**src/rtl/sort_seq_ctrl.sv**
```systemverilog
// Batch sorter: loads DEPTH (char, weight) entries, sorts them by odd-even transposition,
// then streams the characters out highest-rank first. Optional macro: SORT_SEQ_EARLY_EXIT_EN.
module sort_seq_ctrl #(
  parameter int unsigned DEPTH = 8
) (
  input  logic       clk,
  input  logic       rst_n,
  input  logic       in_valid,
  input  logic [3:0] in_char,
  input  logic [4:0] in_weight,
  output logic       busy,
  output logic       out_valid,
  output logic [3:0] out_char
);

  localparam int unsigned CW  = $clog2(DEPTH + 1);
  localparam int unsigned WW  = 5;
  localparam int unsigned CHW = 4;

  typedef enum logic [1:0] {IDLE, LOAD, SORT, OUT} state_e;

  state_e          state_q, state_d;
  logic [CW-1:0]   cnt_q, cnt_d;
  logic            busy_q, busy_d;
  logic            out_valid_q, out_valid_d;
  logic [CHW-1:0]  out_char_q, out_char_d;

  logic [WW-1:0]   w_q  [DEPTH];
  logic [WW-1:0]   w_d  [DEPTH];
  logic [WW-1:0]   sw_w [DEPTH];
  logic [CHW-1:0]  c_q  [DEPTH];
  logic [CHW-1:0]  c_d  [DEPTH];
  logic [CHW-1:0]  sw_c [DEPTH];

`ifdef SORT_SEQ_EARLY_EXIT_EN
  logic any_swap_c;
  logic prev_swap_q, prev_swap_d;
`endif

  // One transposition phase; cnt_q doubles as the phase counter while sorting.
  always_comb begin
    sw_w = w_q;
    sw_c = c_q;
`ifdef SORT_SEQ_EARLY_EXIT_EN
    any_swap_c = 1'b0;
`endif
    for (int i = 0; i < int'(DEPTH) - 1; i++) begin
      if ((i[0] == cnt_q[0]) && ({w_q[i+1], c_q[i+1]} > {w_q[i], c_q[i]})) begin
        sw_w[i]   = w_q[i+1];
        sw_w[i+1] = w_q[i];
        sw_c[i]   = c_q[i+1];
        sw_c[i+1] = c_q[i];
`ifdef SORT_SEQ_EARLY_EXIT_EN
        any_swap_c = 1'b1;
`endif
      end
    end
  end

  // Next-state, counter, storage and registered-output logic.
  always_comb begin
    state_d     = state_q;
    cnt_d       = cnt_q;
    w_d         = w_q;
    c_d         = c_q;
    busy_d      = 1'b0;
    out_valid_d = 1'b0;
    out_char_d  = '0;
`ifdef SORT_SEQ_EARLY_EXIT_EN
    prev_swap_d = prev_swap_q;
`endif
    unique case (state_q)
      IDLE: begin
        if (in_valid) begin
          w_d[0]  = in_weight;
          c_d[0]  = in_char;
          cnt_d   = CW'(1);
          state_d = LOAD;
        end
      end
      LOAD: begin
        if (in_valid) begin
          for (int i = 0; i < int'(DEPTH); i++) begin
            if (CW'(i) == cnt_q) begin
              w_d[i] = in_weight;
              c_d[i] = in_char;
            end
          end
          if (cnt_q == CW'(DEPTH - 1)) begin
            cnt_d   = '0;
            state_d = SORT;
          end else begin
            cnt_d = cnt_q + CW'(1);
          end
        end
      end
      SORT: begin
        w_d   = sw_w;
        c_d   = sw_c;
        cnt_d = cnt_q + CW'(1);
`ifdef SORT_SEQ_EARLY_EXIT_EN
        prev_swap_d = any_swap_c;
        if ((cnt_q == CW'(DEPTH - 1)) ||
            ((cnt_q != '0) && !any_swap_c && !prev_swap_q)) begin
`else
        if (cnt_q == CW'(DEPTH - 1)) begin
`endif
          // Slot 0 is presented in the same edge that enters OUT.
          cnt_d       = CW'(1);
          state_d     = OUT;
          out_valid_d = 1'b1;
          out_char_d  = sw_c[0];
        end
      end
      OUT: begin
        if (cnt_q == CW'(DEPTH)) begin
          cnt_d   = '0;
          state_d = IDLE;
        end else begin
          out_valid_d = 1'b1;
          cnt_d       = cnt_q + CW'(1);
          for (int i = 0; i < int'(DEPTH); i++) begin
            if (CW'(i) == cnt_q) out_char_d = c_q[i];
          end
        end
      end
    endcase
    busy_d = (state_d == SORT) || (state_d == OUT);
  end

  always_ff @(posedge clk or negedge rst_n) begin
    if (!rst_n) begin
      state_q     <= IDLE;
      cnt_q       <= '0;
      busy_q      <= 1'b0;
      out_valid_q <= 1'b0;
      out_char_q  <= '0;
`ifdef SORT_SEQ_EARLY_EXIT_EN
      prev_swap_q <= 1'b0;
`endif
    end else begin
      state_q     <= state_d;
      cnt_q       <= cnt_d;
      busy_q      <= busy_d;
      out_valid_q <= out_valid_d;
      out_char_q  <= out_char_d;
`ifdef SORT_SEQ_EARLY_EXIT_EN
      prev_swap_q <= prev_swap_d;
`endif
    end
  end

  // Entry storage is not reset; it is always rewritten before being read.
  always_ff @(posedge clk) begin
    w_q <= w_d;
    c_q <= c_d;
  end

  assign busy      = busy_q;
  assign out_valid = out_valid_q;
  assign out_char  = out_char_q;

endmodule

```
**config.mk**
```make
export PLATFORM = sky130hd
export DESIGN_NAME = sort_seq_ctrl
export DESIGN_NICKNAME = d
export VERILOG_FILES = /design/src/rtl/sort_seq_ctrl.sv
export SDC_FILE = /design/constraint.sdc
export NUM_CORES = 1
export LEC_CHECK = 0
export CAP_MARGIN = 15
export CORE_MARGIN = 5
export CORE_UTILIZATION = 45
export DETAILED_ROUTE_END_ITERATION = 10
export PLACE_DENSITY_LB_ADDON = 0.1
export SKIP_CTS_REPAIR_TIMING = 1
export SLEW_MARGIN = 20
export SYNTH_ARGS = -nofsm -noshare
export SYNTH_HDL_FRONTEND = slang
export SYNTH_SLANG_ARGS = --single-unit
```
**constraint.sdc**
```tcl
create_clock -name clk -period 4.8 [get_ports clk]
set_input_delay 0.96 -clock clk [delete_from_list [all_inputs] [get_ports clk]]
set_output_delay 0.96 -clock clk [all_outputs]
set_load 0.01 [all_outputs]
```
==> metrics.md <==
| Metric | Value |
|---|---|
| Drt pass-1 iters | `4` |
| Post-route ant nets | `0` |
| Most used DFF post-synth | `edfxtp_1` |
| Vias in the first global route | `roughly 4600` |
| WL/cell | `~22 um` |
| Number of I/O pins | `18` |
| Status | `complete, no violations` |
| CP Launch Type | `flop` |
| CP arrival | `3230 ps` |
| Synth area leaders | `edfxtp_1 36%, ha_1 14%, a221o_2 5.3%, dfrtp_1 4.6%, inv_1 4.2%` |
| Hold Path Class | `reg -> reg` |
| Most common cell in the synthesized netlist | `edfxtp_1` |
| Final Slew Violations | `0` |
| Die H | `125 um` |
| GRT overflow | `0` |
| Fin crit share | `between 60% and 70%` |
| Post-Route WL | `16400 um` |
| Slew @ Worst Pin | `1090 ps` |
| Num rows | `42` |
| Initial antenna violation count | `0` |
| Via-to-Cell Ratio | `6.16` |
| RSZ-0062 raised after global routing | `no` |
| Hpwl dp | `between 10000 and 15000 um` |
| I/O Buffers | `17` |
| Net count after synthesis | `655` |
| CP Capture Type | `flop` |
| CTS tree | `done` |
| Worst-path clk slew | `60 ps` |
| Peak supply drop | `0.286 mV` |
| Placed Area | `6200 sq um` |
| Seq cells post-synth | `between 80 and 90` |
| Largest net degree at the start of global routing | `26` |
| Worst Path Required | `roughly 4800 ps` |
| Clock skew | `approximately 8 ps` |
| Post-synth ARST share | `13.3%` |
| Total Power | `3250 uW` |
| Share of layout cells above drive strength 1 | `between 10% and 20%` |
| Cell Area, Synth | `5980 sq um` |
| First-pass GRT wire length | `roughly 26000 um` |
| Root Buffer | `clkbuf_16` |
| Final Util | `49.5%` |
| Crit Path Max Fanout | `19` |
| Die area | `15700 sq um` |
| Synth warn | `0` |
| Detailed Route Iter0 Violations | `370` |
| Final nets | `650` |
| Pwr/cell area | `500 nW/um^2` |
| DR vias | `4631` |
| Leakage | `0.00272 uW` |
| Hold Fails Final Rpt | `0` |
| Max_cap viols | `0` |
| Core area | `around 13000 sq um` |
| Sequential area share after synthesis | `40.8%` |
| Area growth syn-to-layout | `8.69%` |
| Finish-stage setup viols | `0` |
| DR DRC count | `0` |
| Worst setup margin | `1600 ps` |
| H-tree levels | `3` |
| Pre-CTS setup slack | `1400 ps` |
| Critical path class | `reg -> reg` |
| Setup TNS | `0 ps` |
| Starting Density | `45.5%` |
| Fmax | `313 MHz` |
| Clk buf depth | `2` |
| Fill count | `between 1000 and 1500` |
| Syn Inst Count | `576` |
| Fin area | `6500 sq um` |
| Relative slew slack | `between 20% and 30%` |
| GP Congestion | `0.859` |
| CTS buffer count | `9` |
| Yosys top cell by area | `edfxtp_1` |
| Min cycle time layout | `roughly 3200 ps` |
| Average size of a mapped cell | `about 10 sq um` |
| Share of the synthesized area in the top cell type | `a little over a third` |
| N_diodes | `0` |
| Num Clock Sinks | `83` |
| Die W | `~130 um` |
| Top cells by count, synth | `72 x edfxtp_1, 67 x ha_1, 67 x inv_1` |
| Number of synthesized flops with an enable pin | `72` |
| Distinct cell type count after synthesis | `61` |
| GRT Total Usage | `21.4%` |
| Clk_lat worst skew | `roughly 360 ps` |
-- path summary, 6_finish.rpt --
check	from	to	slack [ps]	cells past startpoint
max in group asynchronous	rst_n	out_char[2]	3540	1
worst max register to register	busy	w_q[29]	1600	4
worst min register to register	w_q[0]	w_q[5]	600	1
worst min-delay path	w_q[0]	w_q[5]	600	1
min in group asynchronous	rst_n	cnt_q[1]	930	1
worst max-delay path	busy	w_q[29]	1600	4
-- final cells by class --
class / instances / area, sq um / area share [%]
Inverter: 67 / 251 / 3.87
Multi-Input combinational cell: 390 / 3090 / 47.6
Tap cell: 176 / 220 / 3.39
Timing Repair Buffer: 20 / 193 / 2.97
Sequential cell: 83 / 2440 / 37.5
Clock buffer: 13 / 282 / 4.33
Clock inverter: 3 / 20.0 / 0.308
-- critical path, cell delays in order (launching register included) --
cell and delay [ps]:
dfrtp_1 640, nor2b_1 900, buf_4 330, o211a_1 590, or3b_2 410
-- cells in the final DEF (no fill, tap or decap), types with 12 or more instances in the layout --
cell and instances:
a211o_1 12, a21o_1 17, a21oi_1 26, a221o_1 21, a221o_2 28, clkdlybuf4s50_1 17
edfxtp_1 72, ha_1 67, inv_1 67, nand2_1 36, nor2_1 24, o21ai_0 25
-- through the flow --
| step | hold WS, ps | instances |
|---|---|---|
| after floorplan | 548 | 576 |
| after global placement | 575 | 736 |
| after detailed placement | 591 | 736 |
| after CTS | 600 | 752 |
| after global routing | 628 | 752 |
| final | 599 | 752 |
-- layer usage --
layer | part of all wire (%) | global-route usage [%] | up-vias
li1 | - | - | 2227
met1 | 49 | 31.2 | 2226
met2 | 45 | 31.7 | 143
met3 | 4.1 | 3.71 | 35
met4 | 2.7 | 8.74 | 0
met5 | 0 | 0 | -
-- where the power goes --
part	internal [uW]	switching (uW)	total, uW
Clock	410	295	705
Combinational	533	777	1310
Sequential	1000	232	1240
Total	1950	1300	3250
-- kinds of logic (layout without fill, tap and decap cells) --
logic type / after synthesis / count (layout) / synth area share (%)
mux: 4 / 4 / 0.670
xor+xnor: 1 / 1 / 0.147
buf+inv: 103 / 103 / 7.47
compound gates: 193 / 193 / 26.1
simple gates: 125 / 125 / 10.8
flops: 83 / 83 / 40.8
fa+ha+maj: 67 / 67 / 14.0
-- flip-flops by register name, indices dropped and copies added, names as in the netlist --
name       count
w_q           40
c_q           32
cnt_q          4
out_char       4
busy           1
out_valid      1
state_q        1
Power figures use the tool's default switching activity.
